[src/rtl/apb_wait_completer_if.sv]
// APB bus bundle between the bridge (master) and the wait-state completer (slave).
interface apb_wait_completer_if;
  logic       PSEL;
  logic       PENABLE;
  logic       PWRITE;
  logic [7:0] PADDR;
  logic [7:0] PWDATA;
  logic [7:0] PRDATA;
  logic       PREADY;
  logic       PSLVERR;

  modport master (
    output PSEL, PENABLE, PWRITE, PADDR, PWDATA,
    input  PRDATA, PREADY, PSLVERR
  );

  modport slave (
    input  PSEL, PENABLE, PWRITE, PADDR, PWDATA,
    output PRDATA, PREADY, PSLVERR
  );
endinterface

[src/rtl/apb_wait_completer.sv]
// APB completer with a small byte register file, a programmable wait-state
// count held in a control register, and PSLVERR for unmapped addresses.
//
// state  | meaning
// IDLE   | no transfer in flight, waiting for a setup phase
// ACCESS | transfer latched, counting wait cycles down to PREADY
module apb_wait_completer #(
  parameter int         DEPTH      = 64,
  parameter logic [7:0] CTRL_ADDR  = 8'hFF,
  parameter int         RESET_WAIT = 2
) (
  input logic                  PCLK,
  input logic                  PRESET,
  apb_wait_completer_if.slave  bus
);

  localparam int AW = (DEPTH > 1) ? $clog2(DEPTH) : 1;

  typedef enum logic {IDLE, ACCESS} state_t;

  state_t          state;
  logic [2:0]      wcnt;
  logic [2:0]      wait_cfg;
  logic [AW-1:0]   addr_q;
  logic            write_q;
  logic [7:0]      wdata_q;
  logic            err_q;
  logic            ctrl_q;
  logic [7:0]      rdata_q;
  logic [7:0]      mem [DEPTH];

  logic            setup;
  logic            hit_mem;
  logic            hit_ctrl;
  logic [7:0]      setup_rdata;
  logic            pready;

  // Setup-phase address decode and read-data precompute; the control register
  // wins if it ever overlaps the storage range.
  always_comb begin
    setup       = bus.PSEL & ~bus.PENABLE;
    hit_ctrl    = (bus.PADDR == CTRL_ADDR);
    hit_mem     = ({1'b0, bus.PADDR} < 9'(DEPTH)) & ~hit_ctrl;
    setup_rdata = 8'h00;
    if (hit_ctrl)
      setup_rdata = {5'b0, wait_cfg};
    else if (hit_mem)
      setup_rdata = mem[bus.PADDR[AW-1:0]];
  end

  assign pready      = (state == ACCESS) && (wcnt == 3'd0) && bus.PSEL && bus.PENABLE;
  assign bus.PREADY  = pready;
  assign bus.PSLVERR = pready & err_q;
  assign bus.PRDATA  = rdata_q;

  // Transfer FSM: a setup phase always (re)latches, even mid-transfer, since
  // it can only appear in ACCESS when the bridge has abandoned the transfer.
  always_ff @(posedge PCLK) begin
    if (PRESET) begin
      state    <= IDLE;
      wcnt     <= 3'd0;
      wait_cfg <= 3'(RESET_WAIT);
      addr_q   <= '0;
      write_q  <= 1'b0;
      wdata_q  <= 8'h00;
      err_q    <= 1'b0;
      ctrl_q   <= 1'b0;
      rdata_q  <= 8'h00;
      for (int i = 0; i < DEPTH; i++)
        mem[i] <= 8'h00;
    end else if (setup) begin
      state   <= ACCESS;
      addr_q  <= bus.PADDR[AW-1:0];
      write_q <= bus.PWRITE;
      wdata_q <= bus.PWDATA;
      err_q   <= ~(hit_mem | hit_ctrl);
      ctrl_q  <= hit_ctrl;
      wcnt    <= wait_cfg;
      rdata_q <= setup_rdata;
    end else if (state == ACCESS) begin
      if (bus.PSEL && bus.PENABLE) begin
        if (wcnt != 3'd0) begin
          wcnt <= wcnt - 3'd1;
        end else begin
          state <= IDLE;
          if (write_q && !err_q) begin
            if (ctrl_q)
              wait_cfg <= wdata_q[2:0];
            else
              mem[addr_q] <= wdata_q;
          end
        end
      end else begin
        state <= IDLE;
      end
    end
  end

endmodule

[src/flat_wrapper.sv]
// flat-port wrapper written by rule: the top's interface ports become plain ports
module apb_wait_completer_flat 
#(
  parameter int         DEPTH      = 64,
  parameter logic [7:0] CTRL_ADDR  = 8'hFF,
  parameter int         RESET_WAIT = 2
)
  (PCLK, PRESET, bus_PSEL, bus_PENABLE, bus_PWRITE, bus_PADDR, bus_PWDATA, bus_PRDATA, bus_PREADY, bus_PSLVERR);
  apb_wait_completer_if bus_i ();
  input logic PCLK;
  input logic PRESET;
  input wire logic [$bits(bus_i.PSEL)-1:0] bus_PSEL;
  input wire logic [$bits(bus_i.PENABLE)-1:0] bus_PENABLE;
  input wire logic [$bits(bus_i.PWRITE)-1:0] bus_PWRITE;
  input wire logic [$bits(bus_i.PADDR)-1:0] bus_PADDR;
  input wire logic [$bits(bus_i.PWDATA)-1:0] bus_PWDATA;
  output wire logic [$bits(bus_i.PRDATA)-1:0] bus_PRDATA;
  output wire logic [$bits(bus_i.PREADY)-1:0] bus_PREADY;
  output wire logic [$bits(bus_i.PSLVERR)-1:0] bus_PSLVERR;
  assign bus_i.PSEL = bus_PSEL;
  assign bus_i.PENABLE = bus_PENABLE;
  assign bus_i.PWRITE = bus_PWRITE;
  assign bus_i.PADDR = bus_PADDR;
  assign bus_i.PWDATA = bus_PWDATA;
  assign bus_PRDATA = bus_i.PRDATA;
  assign bus_PREADY = bus_i.PREADY;
  assign bus_PSLVERR = bus_i.PSLVERR;
  apb_wait_completer #(.DEPTH(DEPTH), .CTRL_ADDR(CTRL_ADDR), .RESET_WAIT(RESET_WAIT)) u_core (.PCLK(PCLK), .PRESET(PRESET), .bus(bus_i));
endmodule
[config.mk]
export PLATFORM = sky130hd
export DESIGN_NAME = apb_wait_completer_flat
export DESIGN_NICKNAME = d
export VERILOG_FILES = /design/src/rtl/apb_wait_completer_if.sv /design/src/rtl/apb_wait_completer.sv /design/src/flat_wrapper.sv
export SDC_FILE = /design/constraint.sdc
export NUM_CORES = 1
export LEC_CHECK = 0
export CORE_MARGIN = 5
export CORE_UTILIZATION = 37
export DETAILED_ROUTE_END_ITERATION = 8
export DONT_BUFFER_PORTS = 1
export PLACE_DENSITY = 0.55
export REMOVE_ABC_BUFFERS = 1
export SYNTH_ARGS = -nofsm -noshare
export SYNTH_HDL_FRONTEND = slang
export SYNTH_SLANG_ARGS = --single-unit
[constraint.sdc]
create_clock -name PCLK -period 3.05 [get_ports PCLK]
set_input_delay 0.61 -clock PCLK [delete_from_list [all_inputs] [get_ports PCLK]]
set_output_delay 0.61 -clock PCLK [all_outputs]
set_load 0.02 [all_outputs]
==> reports/metrics.csv <==
stage,metric,value,unit
status,status,"finished, final reports clean",
placement,hpwl,39300,um
clock_network,cts_tree,yes,
floorplanning,fp.dieH,270,um
synthesis,syn_area,25000,sq um
critical_path,cpMostUsedCell,and4b_1,
global_route,grt_pass1_vias,14400,
timing,hold_viol,0,
synthesis,yosysMostFrequentCell,edfxtp_1,
floorplanning,die_x,270,um
timing,slew_headroom,39.5,%
routing,drt-total-wl,64500,um
timing,setup_viol,0,
critical_path,crit_path_max_fanout,11,
global_route,antenna_found_initial,0,
clock_network,cts.htree.levels,2,
global_route,grt_max_degree,140,
critical_path,cp.buffers_inverters,2,
pwr,pwr_density_cell,576,nW/um^2
placement,gp_congestion,0.810,
critical_path,slowest_stage,and4b_1,
routing,drt_iter0_markers,1224,
critical_path,arrival,3.08,ns
routing,viasPerCell,5.25,
pwr,p_leak,10.1,nW
synthesis,yosysSeqAreaShare,64.0,%
clock_network,root_buffer,clkbuf_16,
clock_network,cts_buffer_depth,3,
timing,worstMarginPinSlew,0.907,ns
synthesis,synth_edf_count,512,
critical_path,crit_family,simple AND/OR/NAND/NOR gates,
timing,fmax,0.360,GHz
floorplanning,initial_core_util,37.3,%
critical_path,critPathKind,reg2reg,
routing,firstDrtPassIters,4,
pwr,vdd_drop_max,0.413,mV
critical_path,worstSetupEndpointType,flop,
routing,route.detailed.drc,0,
routing,wire_per_inst,24.4,um
routing,vias,13800,
synthesis,yosys-top-cells-area,"edfxtp_1 (61%), and2_1 (12%), mux4_2 (12%)",
synthesis,synth_common_cells,"edfxtp_1 (512), and2_1 (497), mux4_2 (137)",
flow_run,drv_cap,0,
global_route,grt_first_pass_wirelength,96400,um
timing,rsz0062_at_grt,false,
layout,nets,1741,
floorplanning,fp-row-count,95,
floorplanning,core,67200,sq um
clock_network,cts_setup_buffers,0,
clock_network,clk_pin_slew,0.06,ns
synthesis,netlist.area_leader.share,61.4,%
layout,area_growth,12.3,%
timing,setup_tns,0,ns
global_route,track_usage,17.5,%
timing,holdWs,0.118,ns
routing,antenna_left,0,
clock_network,cts_made_buffers,57,
placement,dpl_cell_area,26300,sq um
critical_path,cp_cell_sequence,inv_1 > ha_1 > and4b_1 > and4b_1 > nand4_1 > buf_4 > nor4_2 > or2_2,
pwr,p_total,16.2,mW
clock_network,clk_latency,0.61,ns
global_route,grt_overflow,0,
critical_path,cp-start-kind,flop,
critical_path,crit_required,3.35,ns
synthesis,post_synth.cell_area_avg,14.8,sq um
placement,port_buffers,0,
layout,drive_gt1_share,22.4,%
synthesis,yosysTopAreaCell,edfxtp_1,
timing,fin_crit_sh,91.0,%
layout,n_fill_cell,5978,
floorplanning,die-area,72900,sq um
synthesis,ys.flop_type,edfxtp_1,
synthesis,async_flop_share,0,%
floorplanning,ios,31,
synthesis,yosysWarnings,0,
timing,timing.final.crit_period,2.77,ns
timing,slew_violations,0,
synthesis,yosys.cell_types.count,51,
critical_path,slowest_delay,0.55,ns
clock_network,cts_sinks,544,
worst_hold_path,hold_path_class,in2reg,
timing,skew,0.0201,ns
synthesis,ys_ff_latch,544,
clock_network,postCtsHoldBufs,0,
synthesis,synthesis.instances,1694,
clock_network,cts_resized,0,
layout,finish.instance_area,28100,sq um
[cells by family (layout without fill, tap and decap cells)]
logic type | Yosys count | after routing | synth area share, %
mux | 172 | 172 | 13.7
xor+xnor | 2 | 2 | 0.0700
fa+ha+maj | 2 | 2 | 0.100
flops | 544 | 544 | 64.0
compound gates | 78 | 78 | 2.05
other cells | 0 | 1 | 0
buf+inv | 136 | 207 | 2.31
simple gates | 760 | 760 | 17.7
[state kept, by name, summed over array words and instances (netlist names)]
register           flops
u_core.wcnt            3
u_core.bus.PRDATA      8
u_core.err_q           1
u_core.state           1
u_core.wdata_q         8
u_core.wait_cfg        3
u_core.write_q         1
u_core.addr_q          6
u_core.mem           512
u_core.ctrl_q          1
[placed cells by master (no fill, tap or decap), types with 4 or more instances in the layout]
cell       count
o211ai_1      11
o221ai_1       4
clkbuf_1      12
bufinv_16      4
mux4_2       137
o22ai_1        6
nand3_1       11
clkinv_2      12
or2_2         64
nor3_1        25
and2_1       497
edfxtp_1     512
clkinv_1      12
clkbuf_16     59
buf_4         92
dfxtp_1       24
nand3b_1       6
a21oi_1       20
mux2i_1       33
o21ai_0       13
nor2_1        77
nand2_1       53
inv_1          9
dfxtp_2        7
a22oi_1       10
[through the flow]
step	setup WS (ns)	cells	utilization (%)
4_1_cts	0.349	2638	41.8
5_1_grt	0.169	2638	41.8
2_1_floorplan	0.441	1567	-
6_report	0.275	2639	41.8
3_3_place_gp	0.397	2532	39.1
3_5_place_dp	0.321	2532	39.1
[metal layers]
metal  track usage [%]  vias up  part of all wire (%)
met1              24.3     7186                    45
met2              28.7      294                    48
met5                 0        -                     0
li1                  -     6263                     -
met4              4.96        0                   2.6
met3              2.87      102                   4.5
[final timing paths]
path	from	to	slack, ns	cells after the start
worst max-delay path	u_core.wcnt[0]$_SDFFE_PP0P_	u_core.mem[16][1]$_SDFFCE_PN0P_	0.28	8
worst min-delay path	bus_PWDATA[5]	u_core.wdata_q[5]$_SDFFE_PP0P_	0.12	2
worst max register to register	u_core.wcnt[0]$_SDFFE_PP0P_	u_core.mem[16][1]$_SDFFCE_PN0P_	0.28	8
worst min register to register	u_core.err_q$_SDFFE_PP0P_	u_core.err_q$_SDFFE_PP0P_	0.49	2
[final cells by class]
class | count | area, sq um | area share (%)
flip-flops and latches | 544 | 16000 | 57.0
clock inverters | 32 | 256 | 0.913
multi-input cells | 1014 | 8430 | 30.0
well taps | 873 | 1090 | 3.89
diodes | 1 | 2.50 | 0.00891
repair buffers | 92 | 691 | 2.46
inverters | 9 | 33.8 | 0.120
clock buffers | 74 | 1560 | 5.56
[power breakdown]
group / switching (mW) / internal, mW
Sequential: 0.119 / 8.38
Combinational: 0.454 / 0.356
Clock: 2.93 / 3.93
(Power assumes the default switching activity.)
==> RTL change: new RTL, config.mk and constraints unchanged <==
`DEPTH` is set to 64 in 2 places; all go to 32.
--- a/src/rtl/apb_wait_completer.sv
+++ b/src/rtl/apb_wait_completer.sv
@@ -6,5 +6,5 @@
 // ACCESS | transfer latched, counting wait cycles down to PREADY
 module apb_wait_completer #(
-  parameter int         DEPTH      = 64,
+  parameter int         DEPTH      = 32,
   parameter logic [7:0] CTRL_ADDR  = 8'hFF,
   parameter int         RESET_WAIT = 2
--- a/src/flat_wrapper.sv
+++ b/src/flat_wrapper.sv
@@ -2,5 +2,5 @@
 module apb_wait_completer_flat 
 #(
-  parameter int         DEPTH      = 64,
+  parameter int         DEPTH      = 32,
   parameter logic [7:0] CTRL_ADDR  = 8'hFF,
   parameter int         RESET_WAIT = 2
Function: not settled (the Yosys comparison gave no result); the edit may change what the design does.
==> RTL change against the original RTL <==
  * Routed wire length down 48%
  * Clock power down 45%
  * Combinational power down 47%
  * Die area down 45%
  * Worst setup slack better by 0.13 ns
  * Clock skew down 0.0038 ns
  * Synthesized area down 46%
  * Sequential cell count down 257
  * Total power down 46%
  * Cell area down 47%
  * Maximum frequency up 4.9%
  * Critical endpoint is now bus_PSLVERR
==> RTL change: results (changes against the original RTL) <==
[synth]
yosysSeqAreaShare_pct=62.0  ; -2.0 points
synth_common_cells=edfxtp_1 (256), and2_1 (251), mux2i_1 (71), clkbuf_1 (51), nand2_1 (45)
ys_types=46  ; -9.8%
synth_area_leaders=edfxtp_1 (57%), and2_1 (12%), mux2i_1 (5.3%), mux4_2 (5.2%), dfxtp_1 (4.6%)
synth_edf_count=256  ; -50%

[min_path]
hold_path_class=in2reg
min_to=u_core.wdata_q[5]
hold_start=PRESET
worst_hold_path.num_cells=1  ; -1

[cells_and_area]
drive_above_1_share_pct=19.6  ; -2.8 points
largest-register=u_core.mem
final_nets=1016  ; -42%
largest_register_ffs=256  ; -50%

[global_route]
antenna_found_initial=2  ; +2
grt_pass1_wl_mm=51.2  ; -47%
track_usage_pct=16.6  ; -0.87 points
grt_max_degree=100  ; -29%
grt_pass1_vias=7864  ; -45%

[clock_tree]
clk_path_buf_depth=3  ; unchanged
cts_resized=0  ; unchanged
cts_setup_buffers=0  ; unchanged
cts-buffers-inserted=31  ; -46%
cts_htree_levels=1  ; -1
cts_root_buf=clkbuf_16
clk_latency_ns=0.56  ; -0.05 ns

[worst_setup_path]
critPathTopFamily=simple AND/OR/NAND/NOR gates
slowest_stage=nor2_1
r2r_slack_ns=0.64  ; +0.36 ns
r2r_end=u_core.mem[1][5]
reg2reg_from=u_core.wcnt[0]
worstPathArrival_ns=2.04  ; -1.04 ns
path_max_fanout=3  ; -8
r2r_cells=8  ; unchanged
crit_path_max_incr_delay_ns=0.45  ; -0.10 ns

[place]
place_hpwl_mm=21.6  ; -45%
pre_cts_slack_ns=0.605  ; +0.285 ns
place_congestion=0.825  ; +1.9%

[route]
drt_first_pass_iters=4  ; unchanged
drt_iter0_markers=504  ; -59%
drt-wirelength-per-cell_um=22.9  ; -6.3%
viasPerCell=5.21  ; -0.70%

[outcome]
status=finished, final reports clean

[pwr]
peakVddDrop_v=0.000468  ; +13%
p_int_mw=6.83  ; -46%
leakage_nw=5.50  ; -45%

[sta]
fin_worst_skew_ns=0.0164  ; -0.00377 ns
fin_worst_hold_slack_ns=0.145  ; +0.0269 ns
relSlewSlack_pct=42.4  ; +2.9 points

## RTL change: cell types whose count changed in the layout (fill, tap and decap cells not counted), sizes merged, moves of 13 or more
cell    delta
and2     -247
clkinv    -13
nor2      -58
or2       -30
clkbuf    -33
mux2i     +38
mux4     -106
buf       -42
edfxtp   -256
## RTL change: cell type report
cell class / instances / area [µm²]
fillers: 3243 / 20600
flip-flops and latches: 287 / 8310
multi-input cells: 618 / 4710
clock buffers: 41 / 843
well taps: 461 / 577
repair buffers: 50 / 375
clock inverters: 16 / 178
inverters: 5 / 18.8
diodes: 1 / 2.50
## RTL change: cell families after synthesis
kind of cell,count (synthesis),share of synthesized area (%)
AND/OR/NAND/NOR,414,19.2
AO/OA/AOI/OAI,91,4.59
adder cells (fa/ha/maj),2,0.187
buffers and inverters,76,2.77
XOR/XNOR,2,0.131
multiplexers,109,11.1
flip-flops,287,62.0
## RTL change: through the flow
stage                     utilization (%)  cells  area (µm²)  total power [mW]
after global placement               39.3   1421       14000              4.99
after detailed placement             39.3   1421       14000              5.00
after floorplan                         -    910       13000              4.80
final                                42.1   1479       15000              8.68
after CTS                            42.1   1478       15000              8.75
after global routing                 42.1   1478       15000              8.96
## RTL change: per-layer routing
metal / track usage (%) / up-vias / share of wire (%)
li1: - / 3603 / -
met1: 22.8 / 3877 / 44
met2: 27.1 / 177 / 48
met3: 4.19 / 46 / 6.5
met4: 3.37 / 2 / 1.9
met5: 0 / - / 0.038
## RTL change: power by group through the flow
| stage | Sequential, mW | Combinational (mW) | Clock [mW] |
|---|---|---|---|
| after floorplan | 4.52 | 0.282 | 0 |
| after global placement | 4.55 | 0.438 | 0 |
| final | 4.47 | 0.433 | 3.77 |
| after CTS | 4.48 | 0.440 | 3.83 |
| after global routing | 4.49 | 0.466 | 4.01 |
| after detailed placement | 4.56 | 0.439 | 0 |
## RTL change: worst max-delay path by stage
stage | from | to | slack [ns] | depth (start not counted)
after floorplan | bus_PENABLE | u_core.mem[0][0] | 0.37 | 5
after global placement | bus_PENABLE | u_core.mem[4][6] | 0.69 | 8
after detailed placement | bus_PENABLE | u_core.mem[4][5] | 0.61 | 8
after CTS | u_core.wcnt[0] | bus_PSLVERR | 0.38 | 5
after global routing | u_core.wcnt[0] | bus_PSLVERR | 0.26 | 5
final | u_core.wcnt[0] | bus_PSLVERR | 0.40 | 5
